### src/rtl/rr_arb_pkg.sv
// Shared types, constants and width helpers for the round-robin arbiter family.
package rr_arb_pkg;

  typedef enum logic [1:0] {
    IDLE  = 2'd0,
    ARB   = 2'd1,
    GRANT = 2'd2
  } arb_state_e;

  localparam int unsigned REQ2GNT = 2;

  // Index width for n items, never narrower than one bit.
  function automatic int unsigned idx_w(input int unsigned n);
    return (n < 2) ? 1 : $clog2(n);
  endfunction

  // Width of a counter that must be able to hold the value m.
  function automatic int unsigned cnt_w(input int unsigned m);
    return idx_w(m + 1);
  endfunction

endpackage

### src/rtl/wrr_arb_ctrl_rr_pick.sv
// Combinational rotating-priority picker: first set bit of req at or after ptr, modulo N.
module rr_pick
  import rr_arb_pkg::*;
#(
  parameter int unsigned N   = 3,
  parameter int unsigned IDW = idx_w(N)
) (
  input  logic [N-1:0]   req,
  input  logic [IDW-1:0] ptr,
  output logic           valid,
  output logic [IDW-1:0] idx
);

  logic [IDW:0] cand;

  always_comb begin
    valid = 1'b0;
    idx   = '0;
    cand  = '0;
    for (int unsigned i = 0; i < N; i++) begin
      // ptr < N and i < N, so one conditional subtract performs the modulo
      cand = {1'b0, ptr} + (IDW+1)'(i);
      if (cand >= (IDW+1)'(N)) cand = cand - (IDW+1)'(N);
      if (!valid && req[cand[IDW-1:0]]) begin
        valid = 1'b1;
        idx   = cand[IDW-1:0];
      end
    end
  end

endmodule

### src/rtl/wrr_arb_ctrl.sv
// Weighted round-robin arbiter controller: 2-cycle request-to-grant, grant held until done,
// per-requester credits for back-to-back wins, and a hold watchdog.
module wrr_arb_ctrl
  import rr_arb_pkg::*;
#(
  parameter int unsigned N        = 3,
  parameter int unsigned WT_W     = 2,
  parameter int unsigned MAX_HOLD = 8
) (
  input  logic                  clk,
  input  logic                  resetn,
  input  logic [N-1:0]          req,
  input  logic [N-1:0]          done,
  input  logic [N*WT_W-1:0]     weight,
  output logic [N-1:0]          gnt,
  output logic [idx_w(N)-1:0]   gnt_id,
  output logic                  busy,
  output logic                  timeout_err
);

  localparam int unsigned IDW = idx_w(N);
  localparam int unsigned HW  = cnt_w(MAX_HOLD);

  arb_state_e      state, state_n;
  logic [N-1:0]    gnt_n;
  logic [IDW-1:0]  gnt_id_n, ptr, ptr_n, pick_idx;
  logic            busy_n, terr_n, pick_valid;
  logic [WT_W-1:0] credit, credit_n, wsel;
  logic [HW-1:0]   hold_cnt, hold_n;

  rr_pick #(.N(N), .IDW(IDW)) u_pick (
    .req   (req),
    .ptr   (ptr),
    .valid (pick_valid),
    .idx   (pick_idx)
  );

  always_ff @(posedge clk or negedge resetn) begin
    if (!resetn) begin
      state       <= IDLE;
      gnt         <= '0;
      gnt_id      <= '0;
      busy        <= 1'b0;
      timeout_err <= 1'b0;
      ptr         <= '0;
      credit      <= '0;
      hold_cnt    <= '0;
    end else begin
      state       <= state_n;
      gnt         <= gnt_n;
      gnt_id      <= gnt_id_n;
      busy        <= busy_n;
      timeout_err <= terr_n;
      ptr         <= ptr_n;
      credit      <= credit_n;
      hold_cnt    <= hold_n;
    end
  end

  always_comb begin
    wsel = '0;
    for (int unsigned i = 0; i < N; i++)
      if (pick_idx == IDW'(i)) wsel = weight[i*WT_W +: WT_W];
  end

  always_comb begin
    state_n  = state;
    gnt_n    = gnt;
    gnt_id_n = gnt_id;
    busy_n   = busy;
    terr_n   = 1'b0;
    ptr_n    = ptr;
    credit_n = credit;
    hold_n   = hold_cnt;
    case (state)
      IDLE: if (|req) state_n = ARB;
      ARB: begin
        // gnt_id still names the last owner here, so it doubles as the re-win candidate
        if (req[gnt_id] && credit != '0) begin
          state_n         = GRANT;
          gnt_n           = '0;
          gnt_n[gnt_id]   = 1'b1;
          busy_n          = 1'b1;
          credit_n        = credit - 1'b1;
          hold_n          = '0;
        end else if (pick_valid) begin
          state_n         = GRANT;
          gnt_n           = '0;
          gnt_n[pick_idx] = 1'b1;
          gnt_id_n        = pick_idx;
          busy_n          = 1'b1;
          credit_n        = (wsel == '0) ? '0 : wsel - 1'b1;
          ptr_n           = (pick_idx == IDW'(N-1)) ? '0 : pick_idx + 1'b1;
          hold_n          = '0;
        end else begin
          state_n = IDLE;
        end
      end
      GRANT: begin
        if (done[gnt_id]) begin
          state_n = ARB;
          gnt_n   = '0;
          busy_n  = 1'b0;
        end else if (hold_cnt == HW'(MAX_HOLD-1)) begin
          state_n  = ARB;
          gnt_n    = '0;
          busy_n   = 1'b0;
          terr_n   = 1'b1;
          credit_n = '0;
        end else begin
          hold_n = (hold_cnt == HW'(MAX_HOLD)) ? hold_cnt : hold_cnt + 1'b1;
        end
      end
      default: state_n = IDLE;
    endcase
  end

endmodule
### config.mk
export PLATFORM = sky130hd
export DESIGN_NAME = wrr_arb_ctrl
export DESIGN_NICKNAME = d
export VERILOG_FILES = /design/src/rtl/rr_arb_pkg.sv /design/src/rtl/wrr_arb_ctrl_rr_pick.sv /design/src/rtl/wrr_arb_ctrl.sv
export SDC_FILE = /design/constraint.sdc
export NUM_CORES = 1
export LEC_CHECK = 0
export ABC_AREA = 1
export CAP_MARGIN = 10
export CORE_ASPECT_RATIO = 0.8
export CORE_MARGIN = 2
export CORE_UTILIZATION = 53
export DETAILED_ROUTE_END_ITERATION = 10
export MAX_ROUTING_LAYER = met4
export PLACE_DENSITY = 0.87
export SETUP_SLACK_MARGIN = 0.02
export SLEW_MARGIN = 15
export SYNTH_ARGS = -nofsm -noshare
export SYNTH_HDL_FRONTEND = slang
export SYNTH_SLANG_ARGS = --single-unit
### constraint.sdc
create_clock -name clk -period 2.1 [get_ports clk]
set_input_delay 0.42 -clock clk [delete_from_list [all_inputs] [get_ports clk]]
set_output_delay 0.42 -clock clk [all_outputs]
set_load 0.005 [all_outputs]
# Word level (Yosys, flattened, before mapping)
# Index checks and enable logic that the tools add are counted.
# W data, S select, Z words.
[word_totals]
reg_bits = 17
inputBits = 14
out_inout_bits = 7
word_cells = 117
[op_classes]
n_addsub = 9
magnitude_cmp = 10
n_eq_ne = 13
muxes = 58
bitwise = 1
n_reduce_logical = 18
[op_table]
columns = ["operator", "count"]
rows = [
  ["$mux W2", 20],
  ["$mux W4", 5],
  ["$mux W1", 17],
  ["$lt A2 B3 Y1 const B", 5],
  ["$mux W3", 4],
  ["$bmux W1 S2", 5],
  ["$ne A2 B2 Y1 const B", 5],
  ["$pmux W4 S2", 1],
  ["$ge A3 B2 Y1 const B", 2],
  ["$logic_not A2 Y1", 3],
  ["$ne A3 B3 Y1 const B", 2],
  ["$pmux W2 S3", 1],
  ["$pmux W3 S2", 1],
  ["$reduce_and A3 Y1", 2],
  ["$sub A2 B2 Y2 const B", 3],
  ["$logic_and A1 B1 Y1", 5],
  ["$reduce_and A5 Y1", 1],
  ["$add A4 B1 Y4 const B", 1],
  ["$demux W1 S2", 2],
  ["$eq A2 B1 Y1 const B", 2],
  ["$eq A2 B2 Y1 const B", 2],
  ["$eq A4 B3 Y1 const B", 1],
  ["$eq A4 B4 Y1 const B", 1],
  ["$ge A2 B1 Y1 const B", 2],
  ["other kinds (13)", 16],
]

# Depth between registers and ports, before layout
# Gate-level depths: netlist of the first run.
[depth]
depth_word = 20
ltp_mapped = 17
ltp_nobuf = 17

# Cells and area by module
# Synthesis of the first run repeated with hierarchy kept, for this count alone.
[hier_totals]
hier_cells = 204
hier_area_um2 = 1300.0
[modules_own_cells]
columns = ["mod", "n_inst", "cells_per_inst", "area_each_um2"]
rows = [
  ["wrr_arb_ctrl", 1, 153, 1059.8],
  ["rr_pick", 1, 51, 240.2],
]

# Worst setup path after synthesis of the first run
# No wires, ideal clock.
[synth_timing]
path_kind = "reg-to-reg"
startpoint = "register ptr[0]"
endpoint = "register credit[1]"
setup_ns = 0.116
arrival_ns = 1.774
required_time_ns = 1.984
setup_slack_ns = 0.209
path_stages_with_launch = 17
synth_period_minus_slack_ns = 1.891
cell_sequence = "dfrtp_1 -> inv_1 -> ha_1 -> inv_2 -> nand2_2 -> nand3_2 -> nand2_2 -> nand3_4 -> nor2_4 -> nor2_4 -> nand2_1 -> nor2_1 -> nor2_1 -> nand2_1 -> nand2_1 -> nand2_1 -> nand2_1"
[synth_via]
elab_chain_len = 20
word_cells_on_any_way = 41
[synth_lines]
columns = ["element", "line", "rtl"]
rows = [
  ["start: declaration", "wrr_arb_ctrl.sv:26", "logic [IDW-1:0] gnt_id_n, ptr, ptr_n, pick_idx;"],
  ["start signal: assignment", "wrr_arb_ctrl.sv:54", "ptr <= ptr_n;"],
  ["parallel branches: the longest is 20 deep, another holds $add A2 B1 Y3", "-", ""],
  ["end signal: assignment", "wrr_arb_ctrl.sv:55", "credit <= credit_n;"],
  ["end: declaration", "wrr_arb_ctrl.sv:28", "logic [WT_W-1:0] credit, credit_n, wsel;"],
]
# Parallel ways; which one is timed is not known. The select of a mux whose other input is x is not followed.
# A chain may end at the register's enable or synchronous reset.

# Final worst setup path of the first run
[layout_timing]
startpoint = "input port req[2]"
endpoint = "register credit[1]"
[layout_via]
elab_chain_len = 18
word_cells_on_any_way = 33
[layout_lines]
columns = ["element", "line", "rtl"]
rows = [
  ["start: declaration", "wrr_arb_ctrl.sv:12", "input logic [N-1:0] req,"],
  ["$bmux W1 S2", "wrr_arb_ctrl_rr_pick.sv:24", "if (!valid && req[cand[IDW-1:0]]) begin"],
  ["$mux W1 (not written as such)", "wrr_arb_ctrl_rr_pick.sv:24", ""],
  ["$mux W1", "wrr_arb_ctrl_rr_pick.sv:24", ""],
  ["$logic_not A1 Y1", "wrr_arb_ctrl_rr_pick.sv:24", ""],
  ["$logic_and A1 B1 Y1", "wrr_arb_ctrl_rr_pick.sv:24", ""],
  ["$mux W1", "wrr_arb_ctrl_rr_pick.sv:24", ""],
  ["$logic_not A1 Y1", "wrr_arb_ctrl_rr_pick.sv:24", ""],
  ["$logic_and A1 B1 Y1", "wrr_arb_ctrl_rr_pick.sv:24", ""],
  ["$mux W2", "wrr_arb_ctrl_rr_pick.sv:24", ""],
  ["$logic_not A2 Y1", "wrr_arb_ctrl.sv:63", "if (pick_idx == IDW'(i)) wsel = weight[i*WT_W +: WT_W];"],
  ["$mux W2 (3 in series)", "wrr_arb_ctrl.sv:63", ""],
  ["$sub A2 B1 Y2 or $logic_not A2 Y1 (tied branches)", "wrr_arb_ctrl.sv:92", "credit_n = (wsel == '0) ? '0 : wsel - 1'b1;"],
  ["$mux W2", "wrr_arb_ctrl.sv:92", ""],
  ["$mux W2", "wrr_arb_ctrl.sv:86", "end else if (pick_valid) begin"],
  ["$mux W2", "wrr_arb_ctrl.sv:79", "if (req[gnt_id] && credit != '0) begin"],
  ["$pmux W2 S2", "wrr_arb_ctrl.sv:75", "case (state)"],
]
# Several ways; a longest one is shown, not always the timed one. The select of a mux whose other input is x is not followed.

==> metrics, run 1 <==
status=completed; register area share after synthesis=0.327; area share of the largest cell type after synthesis=0.327; Yosys top cell by area=dfrtp_1; clock buffer depth=2; Reg-to-Reg Start=ptr[1]; Pwr Total=2940 µW; DR pass1 iterations=5; maxcap violations=0; setup violators final=0; net count after synthesis=193; post-synthesis cell type count=28; WP buf/inv=2; DP Wirelength=2500 µm; NumNets Final=230; via count=1,323; Max stage delay on crit path=slightly below 0.6 ns; H-tree depth=1; number of synthesized flops with an enable pin=0; Final period util=0.943; most used flip-flop cell after synthesis=dfrtp_1; RSZ-0062 raised after global routing=yes; fmax=approximately 500 MHz; largest family of logic cells by synthesized area=simple AND/OR/NAND/NOR gates; Synth area leaders=dfrtp_1 (33%), nand2_1 (8.9%), inv_1 (8.1%), ha_1 (6.7%), nand3_1 (5.4%); DRT iter0 DRCs=103; Die Span X=59.4 µm; Compound-Gate Fraction of Synth Area=0.104; CP most frequent cell=nand2_1; vias in the first global route=1,271; DRT antenna net count=0; num ports=21; delay-heaviest family, CP=simple AND/OR/NAND/NOR gates; cts-stage hold buffer count=0; top-count cell post-synth=nand2_1; Mapped Cells=172; worst vdd ir=1020 µV; core box area=2380 µm²; clock slew at the register clock pins of the worst setup and hold paths=about 0.1 ns; clk root buf=clkbuf_4; Vias/cell=5.63; required time worst endpoint=2.30 ns; largest net degree at the start of global routing=18; Avg Cell Area, Syn=approximately 7.6 µm²; critical path peak fanout=6; initial antenna violation count=0; Hold Fails Final Rpt=0; cell row count=16; CTS Sinks=17; Worst Path Arrival=2.18 ns; DRC Markers=0; Clock Skew=0.0120 ns; CP Capture Type=register; area delta synth->final=33.8%; Setup Crit Path Kind=in2reg; Initial Util=0.546; final WL=roughly 3600 µm; Crit path depth=14; first-pass GRT wire length=approximately 5300 µm; minimum clock period=1.98 ns; top post-synthesis cells by count=nand2_1 (31), inv_1 (28), dfrtp_1 (17); Synth Cell Area=1300 µm²; Die Y=48.3 µm; Synth Warn #=0; Final WS setup=0.119 ns; r2r worst-path depth=16; TritonCTS clock tree=yes; leakage power=about 0.00082 µW; Antenna Diode Count=0; P per Cell Area=1690 nW/µm²; ratio of cells with drive above 1 in the final layout=0.313; I/O Buffers=20; routed len/inst=15.2 µm; worst slew pin tran=0.497 ns; RD Place Congestion=approximately 0.96; GR Overflow Total=0; xor-xnor portion of the synthesized cell area=0.00673; startpoint types=input pin; Num CTS Buffers=3; crit path launch=req[2]; Adder-Cell Fraction of Synth Area=0.0673; total die area=2870 µm²; Slew headroom=0.666; Synth async-reset ratio=1.00; max-slew violation count=0; worst skew pair latency=0.30 ns; Place WS=-0.139 ns; Total Routing Usage GR=0.250; crit path cell chain=clkdlybuf4s50_1 > inv_2 > o21ai_2 > nand2_4 > nand3_4 > nor2_4 > nor2_4 > nand2_2 > nor2_2 > nor2_1 > nand2_1 > nand2_1 > nand2_1 > nand2_1; Post-Synth Simple-Gate Area=0.391; synthesized flop and latch total=17; CP max stage cell=clkdlybuf4s50_1; multiplexer area fraction after synthesis=0; Worst Hold Class=in2async
report_power, final:
group | leakage [µW] | internal (µW) | switching (µW)
logic | 0.000591 | 886 | 1320
registers | 0.000216 | 455 | 103
clock network | 0.0000150 | 74.1 | 105
cells in the final DEF, fill, tap and decap left out, drive strengths merged, types with 4 or more instances in the layout:
cell type      count
ha                 7
buf               12
a21oi              7
o21ai             10
nor3               5
dfrtp             17
nand2             40
clkbuf             4
clkdlybuf4s50     20
nand3             19
inv               33
nor2              23
what timing repair did:
item / CTS / global route
setup buffers: 1 / 1
endpoints found under the hold margin: 0 / 0
resized for setup: 0 / 23
pin swaps: 0 / 5
setup endpoints to repair: 1 / 12
state kept, by name, indices dropped and copies added (netlist names):
signal	cells
busy	1
credit	2
gnt	3
gnt_id	2
hold_cnt	4
ptr	2
state	2
timeout_err	1
layout make-up:
type                    count  area [µm²]
flip-flops and latches     17         427
fillers                   182         641
well taps                  27        33.8
inverters                  34         140
repair buffers             32         290
clock buffers               4        26.3
multi-input cells         121         825
layer usage:
metal,global-route usage,share of wire,vias to the layer above
li1,-,-,624
met1,0.294,0.39,610
met2,0.427,0.50,72
met3,0.0588,0.079,17
met4,0.0568,0.032,0
met5,-,0,-
kinds of logic after synthesis:
logic type	count (synthesis)
AOI/OAI and AO/OA	23
xor gates and xnor gates	1
and+or+nand+nor	90
DFF	17
adders and majority gates	7
buffers and inverters	34
worst register-to-register path, stage by stage, from the launching register on:
cell and delay [ns]:
dfrtp_2 0.46, ha_4 0.33, inv_4 0.06, nand2_1 0.05, nand3_1 0.06, nand2_1 0.14
nand3_2 0.09, nand2_2 0.10, inv_1 0.06, nand3_1 0.08, nand2_2 0.07, nor2_2 0.10
nor2_1 0.05, nand2_1 0.06, nand2_1 0.05, nand2_1 0.05, nand2_1 0.05
worst paths after layout:
path | endpoint | slack, ns
min in group clk | credit[1] | 0.52
hold reg to reg | credit[1] | 0.52
max in group asynchronous | ptr[1] | 1.46
setup / recovery | credit[1] | 0.12
setup reg to reg | credit[1] | 0.15
hold / removal | credit[0] | 0.42
stage by stage:
step	TNS (ns)	area (µm²)	hold WS, ns	utilization	cells
after floorplan	0	1300	0.124	-	172
after global placement	-0.0206	1610	0.469	0.676	229
after detailed placement	-0.228	1610	0.493	0.676	229
after CTS	0	1640	0.446	0.690	234
after global routing	-0.0477	1740	0.435	0.731	235
final	0	1740	0.425	0.731	235
(Power assumes the default switching activity.)
==> run 2: changes to the inputs <==
- CORE_MARGIN: 2 -> not set
- CTS_CLUSTER_SIZE: not set -> 40
==> run 2 against run 1 <==
Against the previous run: the flow now finishes with violations (DRC); setup slack better by 0.064 ns; sequential share of layout area up 0.82 points; design area down 3.2%; core utilization up 2.4 points; via count down 4.5%; fmax up 3.3%; largest cell class unchanged.
==> metrics, run 2 (synthesis results as in run 1) <==
CTS Sinks=17 (unchanged); Vias/cell=5.44 (was 5.63); RSZ-0062 raised after global routing=no (was yes); setup violators final=0 (unchanged); Reg-to-Reg Start=ptr[0] (was ptr[1]); TritonCTS clock tree=yes (unchanged); core box area=2230 µm² (was 2380 µm²); most common cell after layout, fill and taps aside=nand2_1 (unchanged); RD Place Congestion=0.905 (was 0.957); Setup Crit Path Kind=reg2reg (was in2reg); r2r worst-path depth=14 (was 16); Die Span X=57.4 µm (was 59.4 µm); largest net degree at the start of global routing=18 (unchanged); minimum clock period=1.92 ns (was 1.98 ns); Final WS setup=0.182 ns (was 0.119 ns); CP Capture Type=register (unchanged); Layout fillers=162 (was 182); leakage power=0.000807 µW (was 0.000822 µW); Top reg by flops=hold_cnt (unchanged); first-pass GRT wire length=4510 µm (was 5350 µm); critical path peak fanout=6 (unchanged); Die Y=46.3 µm (was 48.3 µm); Total Routing Usage GR=0.234 (was 0.250); Top Registers=hold_cnt (4), gnt (3) (unchanged); Slew headroom=0.764 (was 0.666); max-slew violation count=0 (unchanged); clock slew at the register clock pins of the worst setup and hold paths=0.10 ns (about the same); startpoint types=register (was input pin); ratio of cells with drive above 1 in the final layout=0.285 (was 0.313); Antenna Diode Count=0 (unchanged); fmax=521 MHz (was 505 MHz); clock buffer depth=2 (unchanged); GRT busiest layer=met2 (unchanged); total die area=2660 µm² (was 2870 µm²); multi-input logic area=781 µm² (was 825 µm²); DP Wirelength=2380 µm (was 2500 µm); Pwr Total=2710 µW (was 2940 µW); GR Overflow Total=0 (unchanged); Num CTS Buffers=3 (unchanged); Final period util=0.913 (was 0.943); met3 usage=0.0534 (was 0.0588); met1 GRT Util=0.279 (was 0.294); Hold Fails Final Rpt=0 (unchanged); Layout Utilization=0.755 (was 0.731); cts-stage hold buffer count=0 (unchanged); failing checks=DRC; Worst Hold Class=in2async (unchanged); routed len/inst=12.9 µm (was 15.2 µm); worst skew pair latency=0.29 ns (was 0.30 ns); sequential cell area=427 µm² (unchanged); reg-to-reg setup timing slack=0.18 ns (was 0.15 ns); final WL=3000 µm (was 3570 µm); DR pass1 iterations=7 (was 5); area delta synth->final=29.5% (was 33.8%); Place WS=-0.0729 ns (was -0.139 ns); maxcap violations=0 (unchanged); r2r endpoint=credit[1] (unchanged); worst slew pin tran=0.352 ns (was 0.497 ns); cell row count=15 (was 16); placed cell areas=1610 µm² (about the same); num ports=21 (unchanged); status=complete, but fails checks (was completed); clk root buf=clkbuf_4 (unchanged); vias in the first global route=1,079 (was 1,271); H-tree depth=1 (unchanged); Final Cell Area=1690 µm² (was 1740 µm²); P per Cell Area=1610 nW/µm² (was 1690 nW/µm²); M2 GR Usage=0.405 (was 0.427); Initial Util=0.583 (was 0.546); DRC Markers=3 (was 0); commonest non-fill, non-tap cells in the layout=nand2_1 (29), inv_1 (25), clkdlybuf4s50_1 (20) (was nand2_1 (29), inv_1 (26), clkdlybuf4s50_1 (20)); max reg flops=4 (unchanged); worst vdd ir=798 µV (was 1020 µV); NumNets Final=229 (was 230); Worst Path Arrival=2.16 ns (was 2.18 ns); Clock Skew=0.00803 ns (was 0.0120 ns); DRT iter0 DRCs=57 (was 103); required time worst endpoint=2.34 ns (was 2.30 ns); initial antenna violation count=0 (unchanged); DRT antenna net count=0 (unchanged); via count=1,263 (was 1,323); I/O Buffers=20 (unchanged)
## run 2: cell count changes in the layout (fill, tap and decap cells not counted), sizes merged
cell  delta
buf      -1
## run 2: worst max-delay path by stage
stage | start | to | cells past startpoint
after floorplan | ptr[0] | credit[1] | 16
after global placement | req[0] | credit[1] | 14
after detailed placement | req[0] | credit[0] | 15
after CTS | ptr[0] | credit[1] | 16
after global routing | ptr[0] | credit[0] | 17
final | ptr[0] | credit[1] | 14
## run 2: stage by stage
stage,TNS [ns],std cells,hold WS (ns)
2_1_floorplan,0,172,0.124
3_3_place_gp,0,227,0.469
3_5_place_dp,-0.168,227,0.499
4_1_cts,0,232,0.440
5_1_grt,0,232,0.438
6_report,0,232,0.431
## run 2: worst max-delay path, cell delays in order (launching register included)
cell and delay, ns:
dfrtp_2 0.43, inv_2 0.07, ha_4 0.32, nand3_1 0.17, nand2_2 0.14, nand3_4 0.09, nor2_4 0.11, nor2_4 0.05
nor2_2 0.07, nor2_1 0.05, nor2_1 0.14, nand2_1 0.07, nand2_1 0.06, nand2_1 0.04, nand2_1 0.05
## run 2: cell type report
class                      count  area share
clock buffer                   4      0.0156
sequential                    17       0.253
timing repair buffer          31       0.168
inverter                      34      0.0817
multi-input combinational    121       0.463
tap                           25      0.0186
## run 2: where the power goes
group	internal, µW	switching (µW)
Combinational	803	1170
Clock	74.0	101
Sequential	455	107
## run 2: layer usage
| metal | up-vias | part of all wire |
|---|---|---|
| met5 | - | 0 |
| met4 | 0 | 0.018 |
| met3 | 8 | 0.087 |
| met2 | 59 | 0.47 |
| met1 | 573 | 0.42 |
| li1 | 623 | - |
## run 2: timing repair
| item | 4_1_cts | 5_1_grt |
|---|---|---|
| endpoints found under the hold margin | 0 | 0 |
| gates resized for setup | 0 | 14 |
| buffers inserted | 1 | 0 |
| pin swaps | 0 | 1 |
| endpoints found under the setup margin | 2 | 14 |
| gates cloned | 0 | 0 |
==> run 3: changes to the inputs <==
- ABC_AREA: 1 -> not set
- CORE_MARGIN: not set -> 4
- CORE_UTILIZATION: 53 -> 52
==> run 3 against run 2 <==
Against the previous run: the flow finishes with violations (setup timing); sequential power down 0.7%; clock skew up 0.0033 ns; routed wire length increased by 17%; clock power grew 3%; via count shrank 4.4%; die area increased by 17%; setup slack got worse by 0.29 ns; first-iteration DRC count down 16%; sequential share of layout area shrank 0.73 points; synthesized area shrank 9.0%; critical path type unchanged; largest power group unchanged; highest routed layer unchanged.
==> metrics, run 3 <==
largest net degree at the start of global routing=18 (unchanged); most used flip-flop cell after synthesis=dfrtp_1 (unchanged); critical path peak fanout=4 (was 6); worst slew pin tran=0.401 ns (was 0.352 ns); CTS Sinks=17 (unchanged); Initial Util=0.548 (was 0.583); total die area=3110 µm² (was 2660 µm²); worst skew pair latency=0.30 ns (was 0.29 ns); setup violators final=7 (was 0); routed len/inst=17.6 µm (was 12.9 µm); leakage power=0.000775 µW (was 0.000807 µW); Synth async-reset ratio=1.00 (unchanged); Hold Fails Final Rpt=0 (unchanged); Avg Cell Area, Syn=9.25 µm² (was 7.57 µm²); core box area=2160 µm² (was 2230 µm²); Pwr Total=2700 µW (was 2710 µW); cts-stage hold buffer count=0 (unchanged); post-synthesis cell type count=39 (was 28); maxcap violations=0 (unchanged); DP Wirelength=2550 µm (was 2380 µm); H-tree depth=1 (unchanged); Synth Warn #=0 (unchanged); via count=1,208 (was 1,263); clock slew at the register clock pins of the worst setup and hold paths=0.11 ns (was 0.10 ns); area share of the largest cell type after synthesis=0.359 (was 0.327); multi-input logic area=821 µm² (was 781 µm²); number of synthesized flops with an enable pin=0 (unchanged); Yosys top cell by area=dfrtp_1 (unchanged); net count after synthesis=149 (was 193); startpoint types=register (unchanged); Die Span X=61.3 µm (was 57.4 µm); register area share after synthesis=0.359 (was 0.327); worst vdd ir=1150 µV (was 798 µV); top post-synthesis cells by count=dfrtp_1 (17), inv_1 (9), nand2_1 (9) (was nand2_1 (31), inv_1 (28), dfrtp_1 (17)); max-slew violation count=0 (unchanged); required time worst endpoint=2.33 ns (was 2.34 ns); NumNets Final=197 (was 229); placed cell areas=1590 µm² (was 1610 µm²); Layout Utilization=0.804 (was 0.755); Antenna Diode Count=0 (unchanged); Num CTS Buffers=3 (unchanged); RD Place Congestion=0.889 (was 0.905); Final period util=1.05 (was 0.913); top-count cell post-synth=dfrtp_1 (was nand2_1); r2r worst-path depth=9 (was 14); Vias/cell=6.04 (was 5.44); Mapped Cells=128 (was 172); Finished Layout Cells=200 (was 232); final WL=3520 µm (was 3000 µm); sequential cell area=427 µm² (unchanged); num ports=21 (unchanged); GR Overflow Total=0 (unchanged); Final WS setup=-0.104 ns (was 0.182 ns); DRC Markers=0 (was 3); vias in the first global route=1,232 (was 1,079); fmax=454 MHz (was 521 MHz); I/O Buffers=20 (unchanged); Top Registers=hold_cnt (4), gnt (3) (unchanged); CP Capture Type=register (unchanged); Total Routing Usage GR=0.257 (was 0.234); Layout fillers=128 (was 162); clk root buf=clkbuf_4 (unchanged); max reg flops=4 (unchanged); DRT antenna net count=0 (unchanged); Top reg by flops=hold_cnt (unchanged); TritonCTS clock tree=yes (unchanged); Final Cell Area=1740 µm² (was 1690 µm²); RSZ-0062 raised after global routing=yes (was no); commonest non-fill, non-tap cells in the layout=buf_4 (26), clkdlybuf4s50_1 (18), dfrtp_1 (16) (was nand2_1 (29), inv_1 (25), clkdlybuf4s50_1 (20)); Worst Hold Class=in2async (unchanged); DP Cell Count=194 (was 227); Clock Skew=0.0114 ns (was 0.00803 ns); Worst Path Arrival=2.43 ns (was 2.16 ns); Die Y=50.7 µm (was 46.3 µm); ratio of cells with drive above 1 in the final layout=0.309 (was 0.285); Setup Crit Path Kind=reg2reg (unchanged); clock buffer depth=2 (unchanged); status=complete, but fails checks (unchanged); DR pass1 iterations=4 (was 7); Slew headroom=0.730 (was 0.764); synthesized flop and latch total=17 (unchanged); most common cell after layout, fill and taps aside=buf_4 (was nand2_1); initial antenna violation count=0 (unchanged); DRT iter0 DRCs=48 (was 57); first-pass GRT wire length=5730 µm (was 4510 µm); minimum clock period=2.20 ns (was 1.92 ns); cell row count=15 (unchanged); area delta synth->final=46.6% (was 29.5%); P per Cell Area=1550 nW/µm² (was 1610 nW/µm²); Synth Cell Area=1180 µm² (was 1300 µm²); Synth area leaders=dfrtp_1 (36%), ha_1 (7.4%), mux2i_1 (5.1%), o21ai_0 (3.4%), inv_1 (2.9%) (was dfrtp_1 (33%), nand2_1 (8.9%), inv_1 (8.1%), ha_1 (6.7%), nand3_1 (5.4%)); failing checks=setup timing (was DRC)
[run 3: cell types whose count changed in the layout (fill, tap and decap cells not counted), sizes merged, moves of 4 or more]
cell	delta
and2	+4
buf	+15
inv	-24
mux2i	+6
nand2	-31
nand3	-15
nand3b	+4
nor2	-15
[run 3: path summary, 6_finish.rpt]
path	start	to	slack, ns
setup / recovery	ptr[0]	credit[0]	-0.10
hold / removal	resetn	ptr[0]	0.44
setup reg to reg	ptr[0]	credit[0]	-0.10
hold reg to reg	state[0]	state[0]	0.49
max in group asynchronous	resetn	credit[1]	1.46
min in group clk	state[0]	state[0]	0.49
[run 3: cell type report]
| type | count | share of cell area |
|---|---|---|
| clock buffers | 3 | 0.0130 |
| flip-flops and latches | 17 | 0.246 |
| inverters | 9 | 0.0209 |
| repair buffers | 46 | 0.226 |
| well taps | 25 | 0.0180 |
| multi-input cells | 99 | 0.473 |
| clock inverters | 1 | 0.00288 |
[run 3: kinds of logic after synthesis]
logic type | Yosys count | share of synthesized area
muxes | 9 | 0.0824
buffers and inverters | 12 | 0.0402
and+or+nand+nor | 42 | 0.190
DFF | 17 | 0.359
xor gates and xnor gates | 2 | 0.0148
AOI/OAI and AO/OA | 39 | 0.239
adders and majority gates | 7 | 0.0740
[run 3: worst max-delay path: stages (launching register included)]
cell and delay [ns]:
dfrtp_1 0.41, inv_2 0.10, ha_4 0.17, mux2i_2 0.27, o21ai_2 0.13, a211o_1 0.34, and2_4 0.16, mux2i_2 0.16
a211o_1 0.28, a21oi_2 0.11
[run 3: where the power goes]
group / switching, µW / internal (µW) / leakage (µW) / total [µW]
Combinational: 974 / 982 / 0.000542 / 1960
Clock: 109 / 71.0 / 0.0000177 / 180
Sequential: 108 / 450 / 0.000216 / 558
[run 3: per-layer routing]
| layer | routed length (µm) | GRT usage | vias to the layer above | share of wire |
|---|---|---|---|---|
| met1 | 1530 | 0.306 | 606 | 0.43 |
| met5 | 0 | - | - | 0 |
| li1 | - | - | 557 | - |
| met4 | 55 | 0.0742 | 0 | 0.016 |
| met3 | 139 | 0.0566 | 8 | 0.039 |
| met2 | 1800 | 0.431 | 37 | 0.51 |
[run 3: metrics by stage]
step	hold slack (ns)	setup WS, ns	setup TNS, ns
2_1_floorplan	0.124	-0.0372	-0.137
3_3_place_gp	0.432	-0.297	-2.58
3_5_place_dp	0.460	-0.422	-4.25
4_1_cts	0.444	-0.0980	-0.280
5_1_grt	0.440	-0.219	-1.31
6_report	0.437	-0.104	-0.340
[run 3: repair_timing]
action	4_1_cts	5_1_grt
resized for setup	22	4
cloned	0	0
endpoints found under the setup margin	13	12
buffers inserted	1	1
pin swaps	4	1
